## config.mk

```make
export PLATFORM = sky130hd
export DESIGN_NAME = led_round_sequencer_flat
export DESIGN_NICKNAME = d
export VERILOG_FILES = /design/src/rtl/led_round_sequencer_if.sv /design/src/rtl/led_round_sequencer.sv /design/src/flat_wrapper.sv
export SDC_FILE = /design/constraint.sdc
export NUM_CORES = 1
export LEC_CHECK = 0
export CAP_MARGIN = 20
export CORE_ASPECT_RATIO = 0.5
export CORE_MARGIN = 2
export CORE_UTILIZATION = 50
export DETAILED_ROUTE_END_ITERATION = 16
export PLACE_DENSITY = 0.77
export REMOVE_ABC_BUFFERS = 1
export SLEW_MARGIN = 0
export SYNTH_ARGS = -nofsm -noshare
export SYNTH_HDL_FRONTEND = slang
export SYNTH_SLANG_ARGS = --single-unit
```

## constraint.sdc

```tcl
create_clock -name clk -period 3.6 [get_ports clk]
set_input_delay 1.08 -clock clk [delete_from_list [all_inputs] [get_ports clk]]
set_output_delay 1.08 -clock clk [all_outputs]
set_load 0.01 [all_outputs]
```

## src/rtl/led_round_sequencer_if.sv

```systemverilog
// Purpose: control inputs and LED/status outputs of led_round_sequencer, bundled.
// Latency: n/a (wires only).
// Backpressure: none; the control inputs are level/strobe signals and all outputs are registered.
//
// Ports (as seen by the sequencer through the slave modport):
//   start_in          in   start sequencing (honoured only while idle)
//   stop_in           in   abort to idle, highest priority
//   new_round_in      in   end the current round early (target hit)
//   leds_out          out  one-hot target LED or all zero
//   timer_expired_out out  one-cycle pulse when a round times out unhit
//   round_active_out  out  high while a target is shown
//   led_index_out     out  index of the current target, 0..NUM_LEDS-1
//   round_count_out   out  rounds started since start_in, saturating
interface led_round_sequencer_if #(
  parameter int NUM_LEDS = 18
);
  logic                start_in;
  logic                stop_in;
  logic                new_round_in;
  logic [NUM_LEDS-1:0] leds_out;
  logic                timer_expired_out;
  logic                round_active_out;
  logic [4:0]          led_index_out;
  logic [15:0]         round_count_out;

  // Driver side (game FSM / testbench).
  modport master (
    output start_in,
    output stop_in,
    output new_round_in,
    input  leds_out,
    input  timer_expired_out,
    input  round_active_out,
    input  led_index_out,
    input  round_count_out
  );

  // Sequencer side.
  modport slave (
    input  start_in,
    input  stop_in,
    input  new_round_in,
    output leds_out,
    output timer_expired_out,
    output round_active_out,
    output led_index_out,
    output round_count_out
  );
endinterface

```

## src/rtl/led_round_sequencer.sv

```systemverilog
// Purpose: picks a pseudo-random target LED, lights it for ROUND_CYCLES, then GAP_CYCLES dark, repeat.
// Latency: start_in -> LED lit after 2 edges (IDLE->LOAD->SHOW); all outputs registered.
// Backpressure: none; stop_in aborts at once, new_round_in ends a SHOW early, start ignored unless idle.
//
// Ports:
//   clk      system clock
//   reset_n  asynchronous active-low reset
//   bus      led_round_sequencer_if.slave (control strobes in, LED vector and status out)
module led_round_sequencer #(
  parameter int          NUM_LEDS     = 18,
  parameter int          ROUND_CYCLES = 50_000_000,
  parameter int          GAP_CYCLES   = 5_000_000,
  parameter logic [15:0] LFSR_SEED    = 16'hACE1
) (
  input  logic                 clk,
  input  logic                 reset_n,
  led_round_sequencer_if.slave bus
);

  // One shared counter times both SHOW and GAP, so it is sized for the longer phase.
  localparam int MAX_CYC = (ROUND_CYCLES > GAP_CYCLES) ? ROUND_CYCLES : GAP_CYCLES;
  localparam int CNT_W   = (MAX_CYC > 1) ? $clog2(MAX_CYC) : 1;

  localparam logic [CNT_W-1:0]    ROUND_LAST = CNT_W'(ROUND_CYCLES - 1);
  localparam logic [CNT_W-1:0]    GAP_LAST   = CNT_W'(GAP_CYCLES - 1);
  localparam logic [CNT_W-1:0]    CNT_ONE    = CNT_W'(1);
  localparam logic [4:0]          IDX_MAX    = 5'(NUM_LEDS - 1);
  localparam logic [4:0]          IDX_WRAP   = 5'(NUM_LEDS);
  localparam logic [4:0]          IDX_NONE   = 5'd31;
  localparam logic [NUM_LEDS-1:0] LED_ONE    = NUM_LEDS'(1);

  typedef enum logic [1:0] {
    ST_IDLE,
    ST_LOAD,
    ST_SHOW,
    ST_GAP
  } state_e;

  state_e              state_q,     state_d;
  logic [15:0]         lfsr_q,      lfsr_d;
  logic [CNT_W-1:0]    cnt_q,       cnt_d;
  logic [NUM_LEDS-1:0] leds_q,      leds_d;
  logic                tmr_exp_q,   tmr_exp_d;
  logic                active_q,    active_d;
  logic [4:0]          led_idx_q,   led_idx_d;
  logic [15:0]         round_cnt_q, round_cnt_d;
  logic [4:0]          prev_idx_q,  prev_idx_d;

  // Target index from the low 5 LFSR bits. A single conditional subtract folds
  // 0..31 onto 0..17 (slightly biased toward 0..13, acceptable for a game).
  // A repeat of the previous target is bumped to the next LED so the player
  // always sees the light move.
  logic       lfsr_fb;
  logic [4:0] raw_idx;
  logic [4:0] fold_idx;
  logic [4:0] pick_idx;

  always_comb begin
    lfsr_fb  = lfsr_q[15] ^ lfsr_q[13] ^ lfsr_q[12] ^ lfsr_q[10];
    raw_idx  = lfsr_q[4:0];
    fold_idx = (raw_idx >= IDX_WRAP) ? (raw_idx - IDX_WRAP) : raw_idx;
    pick_idx = fold_idx;
    if (fold_idx == prev_idx_q) begin
      pick_idx = (fold_idx == IDX_MAX) ? 5'd0 : (fold_idx + 5'd1);
    end
  end

  // Next-state and next-output logic.
  always_comb begin
    state_d     = state_q;
    lfsr_d      = {lfsr_q[14:0], lfsr_fb};  // free-running in every state
    cnt_d       = cnt_q;
    leds_d      = leds_q;
    tmr_exp_d   = 1'b0;                     // strobe: only ever high for one cycle
    active_d    = active_q;
    led_idx_d   = led_idx_q;
    round_cnt_d = round_cnt_q;
    prev_idx_d  = prev_idx_q;

    if (bus.stop_in) begin
      // Abort beats every other event; index and round count stay visible.
      state_d  = ST_IDLE;
      leds_d   = '0;
      active_d = 1'b0;
      cnt_d    = '0;
    end else begin
      case (state_q)
        ST_IDLE: begin
          leds_d   = '0;
          active_d = 1'b0;
          if (bus.start_in) begin
            state_d     = ST_LOAD;
            round_cnt_d = '0;
          end
        end

        ST_LOAD: begin
          leds_d      = LED_ONE << pick_idx;
          led_idx_d   = pick_idx;
          prev_idx_d  = pick_idx;
          cnt_d       = '0;
          active_d    = 1'b1;
          round_cnt_d = (round_cnt_q == 16'hFFFF) ? round_cnt_q : (round_cnt_q + 16'd1);
          state_d     = ST_SHOW;
        end

        ST_SHOW: begin
          // A hit wins over a timeout landing on the same cycle: no expiry pulse.
          if (bus.new_round_in) begin
            state_d  = ST_GAP;
            leds_d   = '0;
            active_d = 1'b0;
            cnt_d    = '0;
          end else if (cnt_q == ROUND_LAST) begin
            state_d   = ST_GAP;
            leds_d    = '0;
            active_d  = 1'b0;
            cnt_d     = '0;
            tmr_exp_d = 1'b1;
          end else begin
            cnt_d = cnt_q + CNT_ONE;
          end
        end

        ST_GAP: begin
          // new_round_in has no meaning here and is ignored.
          leds_d = '0;
          if (cnt_q == GAP_LAST) begin
            state_d = ST_LOAD;
            cnt_d   = '0;
          end else begin
            cnt_d = cnt_q + CNT_ONE;
          end
        end

        default: begin
          state_d  = ST_IDLE;
          leds_d   = '0;
          active_d = 1'b0;
          cnt_d    = '0;
        end
      endcase
    end
  end

  always_ff @(posedge clk or negedge reset_n) begin
    if (!reset_n) begin
      state_q     <= ST_IDLE;
      lfsr_q      <= LFSR_SEED;
      cnt_q       <= '0;
      leds_q      <= '0;
      tmr_exp_q   <= 1'b0;
      active_q    <= 1'b0;
      led_idx_q   <= 5'd0;
      round_cnt_q <= 16'd0;
      prev_idx_q  <= IDX_NONE;
    end else begin
      state_q     <= state_d;
      lfsr_q      <= lfsr_d;
      cnt_q       <= cnt_d;
      leds_q      <= leds_d;
      tmr_exp_q   <= tmr_exp_d;
      active_q    <= active_d;
      led_idx_q   <= led_idx_d;
      round_cnt_q <= round_cnt_d;
      prev_idx_q  <= prev_idx_d;
    end
  end

  assign bus.leds_out          = leds_q;
  assign bus.timer_expired_out = tmr_exp_q;
  assign bus.round_active_out  = active_q;
  assign bus.led_index_out     = led_idx_q;
  assign bus.round_count_out   = round_cnt_q;

endmodule

```

## src/flat_wrapper.sv

```systemverilog
// flat-port wrapper written by rule: the top's interface ports become plain ports
module led_round_sequencer_flat 
#(
  parameter int          NUM_LEDS     = 18,
  parameter int          ROUND_CYCLES = 50_000_000,
  parameter int          GAP_CYCLES   = 5_000_000,
  parameter logic [15:0] LFSR_SEED    = 16'hACE1
)
  (clk, reset_n, bus_start_in, bus_stop_in, bus_new_round_in, bus_leds_out, bus_timer_expired_out, bus_round_active_out, bus_led_index_out, bus_round_count_out);
  led_round_sequencer_if #(.NUM_LEDS(NUM_LEDS)) bus_i ();
  input  logic clk;
  input  logic reset_n;
  input wire logic [$bits(bus_i.start_in)-1:0] bus_start_in;
  input wire logic [$bits(bus_i.stop_in)-1:0] bus_stop_in;
  input wire logic [$bits(bus_i.new_round_in)-1:0] bus_new_round_in;
  output wire logic [$bits(bus_i.leds_out)-1:0] bus_leds_out;
  output wire logic [$bits(bus_i.timer_expired_out)-1:0] bus_timer_expired_out;
  output wire logic [$bits(bus_i.round_active_out)-1:0] bus_round_active_out;
  output wire logic [$bits(bus_i.led_index_out)-1:0] bus_led_index_out;
  output wire logic [$bits(bus_i.round_count_out)-1:0] bus_round_count_out;
  assign bus_i.start_in = bus_start_in;
  assign bus_i.stop_in = bus_stop_in;
  assign bus_i.new_round_in = bus_new_round_in;
  assign bus_leds_out = bus_i.leds_out;
  assign bus_timer_expired_out = bus_i.timer_expired_out;
  assign bus_round_active_out = bus_i.round_active_out;
  assign bus_led_index_out = bus_i.led_index_out;
  assign bus_round_count_out = bus_i.round_count_out;
  led_round_sequencer #(.NUM_LEDS(NUM_LEDS), .ROUND_CYCLES(ROUND_CYCLES), .GAP_CYCLES(GAP_CYCLES), .LFSR_SEED(LFSR_SEED)) u_core (.clk(clk), .reset_n(reset_n), .bus(bus_i));
endmodule
```

After elaboration in Yosys (flattened, before gate mapping)
Index checks and enable logic that the tools add are counted.
{"block": "totals", "register_bits": 90, "out_inout_bits": 41}
{"block": "op_classes", "reduce_logical": 9, "mux": 29, "order_cmp": 1, "eq_ne": 13, "shift": 1, "add_sub_neg": 4, "bitwise_logic": 4}
{"op": "$mux W26", "n": 4}
{"op": "$pmux W26 S3", "n": 1}
{"op": "$mux W18", "n": 3}
{"op": "$pmux W18 S3", "n": 1}
{"op": "$mux W16", "n": 2}
{"op": "$pmux W16 S2", "n": 1}
{"op": "$add A26 B1 Y26 const B", "n": 1}
{"op": "$eq A26 B23 Y1 const B", "n": 1}
{"op": "$eq A26 B26 Y1 const B", "n": 1}
{"op": "$shl A1 B5 Y18 const A", "n": 1}
{"op": "$add A16 B1 Y16 const B", "n": 1}
{"op": "$eq A16 B16 Y1 const B", "n": 1}
{"op": "$mux W5", "n": 3}
{"op": "$mux W2", "n": 5}
{"op": "$pmux W2 S4", "n": 1}
{"op": "$reduce_bool A4 Y1", "n": 2}
{"op": "$mux W1", "n": 7}
{"op": "$add A5 B1 Y5 const B", "n": 1}
{"op": "$eq A5 B5 Y1", "n": 1}
{"op": "$eq A5 B5 Y1 const B", "n": 1}
{"op": "$ge A5 B5 Y1 const B", "n": 1}
{"op": "$sub A5 B5 Y5 const B", "n": 1}
{"op": "$eq A2 B2 Y1 const B", "n": 2}
{"op": "$ne A2 B2 Y1 const B", "n": 2}
{"op": "other kinds (13)", "n": 16}

Longest topological paths before layout
{"block": "logic_depth", "depth_word": 8, "ltp_mapped": 14}

Least setup slack after synthesis
No wires, ideal clock.
{"block": "synth_timing", "path_kind": "register -> register", "start": "reg u_core.lfsr_q[2]", "end": "reg u_core.leds_q[12] (netlist: u_core.bus.leds_out[12])", "stages_incl_launch_ff": 15, "synth_period_minus_slack_ps": 2769, "setup_slack_ps": 831, "t_arrival_ps": 2703, "setup_time_ps": 66, "cell_sequence": "dfrtp_1 inv_1 ha_1 nand2b_1 o211a_1 or2_1 buf_6 clkinv_4 ha_1 nor4b_1 nand4b_1 nand3_1 buf_4 nor3b_1 a22o_1"}
{"block": "synth_between", "elab_chain_cells": 8, "elab_cells_between_ends": 11}
{"item": "start: declaration", "line": "led_round_sequencer.sv:40", "rtl": "logic [15:0] lfsr_q, lfsr_d;"}
{"item": "start signal: assignment", "line": "led_round_sequencer.sv:159", "rtl": "lfsr_q <= lfsr_d;"}
{"item": "$sub A5 B5 Y5 or $ge A5 B5 Y1 (tied branches)", "line": "led_round_sequencer.sv:61", "rtl": "fold_idx = (raw_idx >= IDX_WRAP) ? (raw_idx - IDX_WRAP) : raw_idx;"}
{"item": "$mux W5 *", "line": "led_round_sequencer.sv:61"}
{"item": "$add A5 B1 Y5 or $eq A5 B5 Y1 (tied branches)", "line": "led_round_sequencer.sv:64", "rtl": "pick_idx = (fold_idx == IDX_MAX) ? 5'd0 : (fold_idx + 5'd1);"}
{"item": "$mux W5", "line": "led_round_sequencer.sv:64"}
{"item": "$mux W5 *", "line": "led_round_sequencer.sv:63", "rtl": "if (fold_idx == prev_idx_q) begin"}
{"item": "$shl A1 B5 Y18 *", "line": "led_round_sequencer.sv:98", "rtl": "leds_d = LED_ONE << pick_idx;"}
{"item": "$pmux W18 S3 *", "line": "led_round_sequencer.sv:87", "rtl": "case (state_q)"}
{"item": "$mux W18 *", "line": "led_round_sequencer.sv:80", "rtl": "if (bus.stop_in) begin"}
{"item": "end signal: assignment", "line": "led_round_sequencer.sv:161", "rtl": "leds_q <= leds_d;"}
{"item": "end: declaration", "line": "led_round_sequencer.sv:42", "rtl": "logic [NUM_LEDS-1:0] leds_q, leds_d;"}
Every way passes the cells marked *; elsewhere a longest branch is shown, timed or not.
A chain may end at the register's enable or synchronous reset.

Worst setup path after layout
{"block": "layout_timing", "start": "reg u_core.lfsr_q[2]", "end": "reg u_core.leds_q[17] (netlist: u_core.bus.leds_out[17])"}
The elaborated chain is that of the path after synthesis.

==> results.toml <==
[critical_path]
path_max_fanout = 11
cp_slowest_cell = "a311oi_1"
cp.required_ns = 3.88
critical_path_class = "flip-flop to flip-flop"
critPathTopFamily = "simple AND/OR/NAND/NOR gates"
start_kind = "flip-flop"
cp.buffers_inverters = 2
end_kind = "flip-flop"
rrSetupSlack_ns = 0.34
slowest_delay_ns = 0.48
cpMostUsedCell = "ha_1"
critical_path.cell_chain = "inv_1 -> ha_1 -> nand2b_1 -> a21oi_1 -> or2_1 -> clkinv_4 -> ha_1 -> nor4b_1 -> a311oi_1 -> nand3_2 -> nor3_2 -> a32o_1"
worstPathArrival_ns = 3.55

[sta]
fin_crit_sh = 0.906
relSlewSlack = 0.485
hold_viol = 0
finalSetupViolCount = 0
drv_slew = 0
skew_ns = 0.00558
final.setup.worst_slack_ns = 0.338
worstMarginPinSlew_ns = 0.770
rsz0062_at_grt = "no"
max_freq_mhz = 307
min_period_ns = 3.26
tns_ns = 0

[grt]
grt_max_degree = 49
grt_pass1_wl_um = 17000
antenna_found_initial = 0
overflow = 0
grt_pass1_vias = 3611
grt_usage = 0.212

[route]
vias_per_cell = 5.77
drt_wl_total_um = 9960
antenna_left = 0
wire_per_inst_um = 15.6
drt_iter0_drc = 273
vias = 3684
drt-pass1-iter-count = 4
route.detailed.drc = 0

[power_and_ir_drop]
power.leakage_nw = 2.35
peakVddDrop_v = 0.000293
total_power_w = 0.00273
powerDensity_mw_per_mm2 = 500

[floorplan]
rows = 24
die_y_um = 71.6
coreArea_mm2 = 0.00880
initial_core_util = 0.519
die_w_um = 139
die-area_mm2 = 0.00997
ios = 46

[clock_network]
cts_max_path_buffers = 2
cts_tree = "done"
cts-htree-levels = 3
clock-sinks = 90
clk_pin_slew_ns = 0.07
cts_hold_buf = 0
root_buffer = "clkbuf_16"
numCtsBuffers = 9
clk_latency_ns = 0.34

[min_path]
hold_path.class = "flip-flop to flip-flop"

[layout]
ff_latch_area_mm2 = 0.00227
multi_input_area_mm2 = 0.00216
drive_gt1_frac = 0.105
final_area_mm2 = 0.00546
n_antenna_cell = 0
fillers = 715
syn_to_final_growth_pct = 19.4
post_layout_nonfiller_instances = 639
finalNetCount = 531

[synthesis]
synth-main-ff-cell = "dfrtp_1"
synth_seq_cells = 90
async_reset_ff_frac = 1.00
synth_top_cell_area_share = 0.422
synth_edf_count = 0
syn_avg_cell_area_um2 = 9.72
syn_inst = 470
yosysTopAreaCell = "dfrtp_1"
yosysWarnings = 0
synth-seq-area-share = 0.496
syn_area_mm2 = 0.00457
ys_types = 64
yosys-top-cells-area = "dfrtp_1 42%, dfstp_2 7.5%, o21ai_0 4.8%"

[placement]
post_dp_cell_area_mm2 = 0.00516
place_hpwl_um = 6740
pre_cts_slack_ns = 0.205
dp_cells = 623
portBuffers = 45
gp_congestion = 0.877

[job]
drv_cap = 0

[outcome]
outcome = "finished clean"
## final timing paths
check | startpoint | endpoint | cells past startpoint
worst max-delay path | u_core.lfsr_q[2]$_DFF_PN0_ | u_core.bus.leds_out[17]$_DFFE_PN0P_ | 12
worst min-delay path | u_core.lfsr_q[9]$_DFF_PN0_ | u_core.lfsr_q[10]$_DFF_PN1_ | 0
worst max register to register | u_core.lfsr_q[2]$_DFF_PN0_ | u_core.bus.leds_out[17]$_DFFE_PN0P_ | 12
worst min register to register | u_core.lfsr_q[9]$_DFF_PN0_ | u_core.lfsr_q[10]$_DFF_PN1_ | 0
max in group asynchronous | reset_n | u_core.lfsr_q[5]$_DFF_PN1_ | 2
min in group asynchronous | reset_n | u_core.bus.round_count_out[14]$_DFFE_PN0P_ | 1
## power breakdown
group / internal (W) / switching, W / leakage, nW
Combinational: 0.000275 / 0.000363 / 1.02
Sequential: 0.00111 / 0.0000802 / 1.20
Clock: 0.000493 / 0.000410 / 0.132
## stage by stage
stage / util / hold slack, ns
4_1_cts: 0.620 / 0.353
6_report: 0.620 / 0.352
3_3_place_gp: 0.587 / 0.333
2_1_floorplan: - / 0.331
3_5_place_dp: 0.587 / 0.338
5_1_grt: 0.620 / 0.368
## synthesized netlist by cell type (9+ instances only)
master	count
nand2_1	39
a22o_1	14
nand3_1	18
a21oi_1	21
dfrtp_1	77
clkbuf_1	12
o31ai_1	12
nor3_1	10
dfstp_2	13
inv_1	12
o21ai_0	44
ha_1	9
nor2_1	53
## logic make-up after synthesis
kind of cell,Yosys count,share of synthesized area
AND/OR/NAND/NOR,191,0.214
buffers and inverters,33,0.0339
flip-flops,90,0.496
adder cells (fa/ha/maj),9,0.0246
XOR/XNOR,15,0.0345
AO/OA/AOI/OAI,128,0.185
multiplexers,4,0.0115
## state kept, by name (all words and copies together), names as in the netlist
name and cells:
u_core.bus.led_index_out 5, u_core.bus.leds_out 18, u_core.bus.round_active_out 1, u_core.bus.round_count_out 16
u_core.bus.timer_expired_out 1, u_core.cnt_q 26, u_core.lfsr_q 16, u_core.prev_idx_q 5
u_core.state_q 2
## worst reg2reg max path: stages, from the launching register on
cell and delay (ns):
dfrtp_1 0.42, inv_1 0.11, ha_1 0.23, nand2b_1 0.13, a21oi_1 0.15, or2_1 0.30
clkinv_4 0.14, ha_1 0.23, nor4b_1 0.16, a311oi_1 0.48, nand3_2 0.31, nor3_2 0.33
a32o_1 0.20
## placed cells by master (no fill, tap or decap), drive strengths merged, types with 4 or more instances in the layout
| master | instances |
|---|---|
| o21a | 5 |
| xor2 | 8 |
| nor2 | 54 |
| or2 | 5 |
| nand4 | 6 |
| or3 | 6 |
| clkdlybuf4s50 | 44 |
| inv | 14 |
| a21oi | 21 |
| buf | 12 |
| a22o | 14 |
| o31ai | 12 |
| nor4 | 4 |
| nand3 | 18 |
| nand2 | 39 |
| xnor2 | 7 |
| a31oi | 5 |
| dfstp | 13 |
| mux2i | 4 |
| and2 | 9 |
| and3 | 8 |
| a32o | 5 |
| dfrtp | 77 |
| clkbuf | 10 |
| o21ai | 45 |
| nand2b | 7 |
| ha | 9 |
| nor3 | 11 |
| nor2b | 8 |
## metal layers
layer / global-route usage / wire length (um)
met1: 0.291 / 4740
met2: 0.331 / 4680
met3: 0.0468 / 384
met4: 0.0898 / 157
met5: 0 / 0
## timing repair
action	4_1_cts	5_1_grt
gates resized for setup	0	1
setup endpoints to repair	0	3
buffers inserted	0	0
hold endpoints to repair	0	0
## final cells by class
class	count	share of cell area
Inverter	13	0.00986
Clock buffer	10	0.0438
Clock inverter	6	0.00894
Sequential cell	90	0.416
Tap cell	117	0.0268
Timing Repair Buffer	56	0.0995
Multi-Input combinational cell	347	0.395
Note: power is estimated with default switching activity, not from simulation.
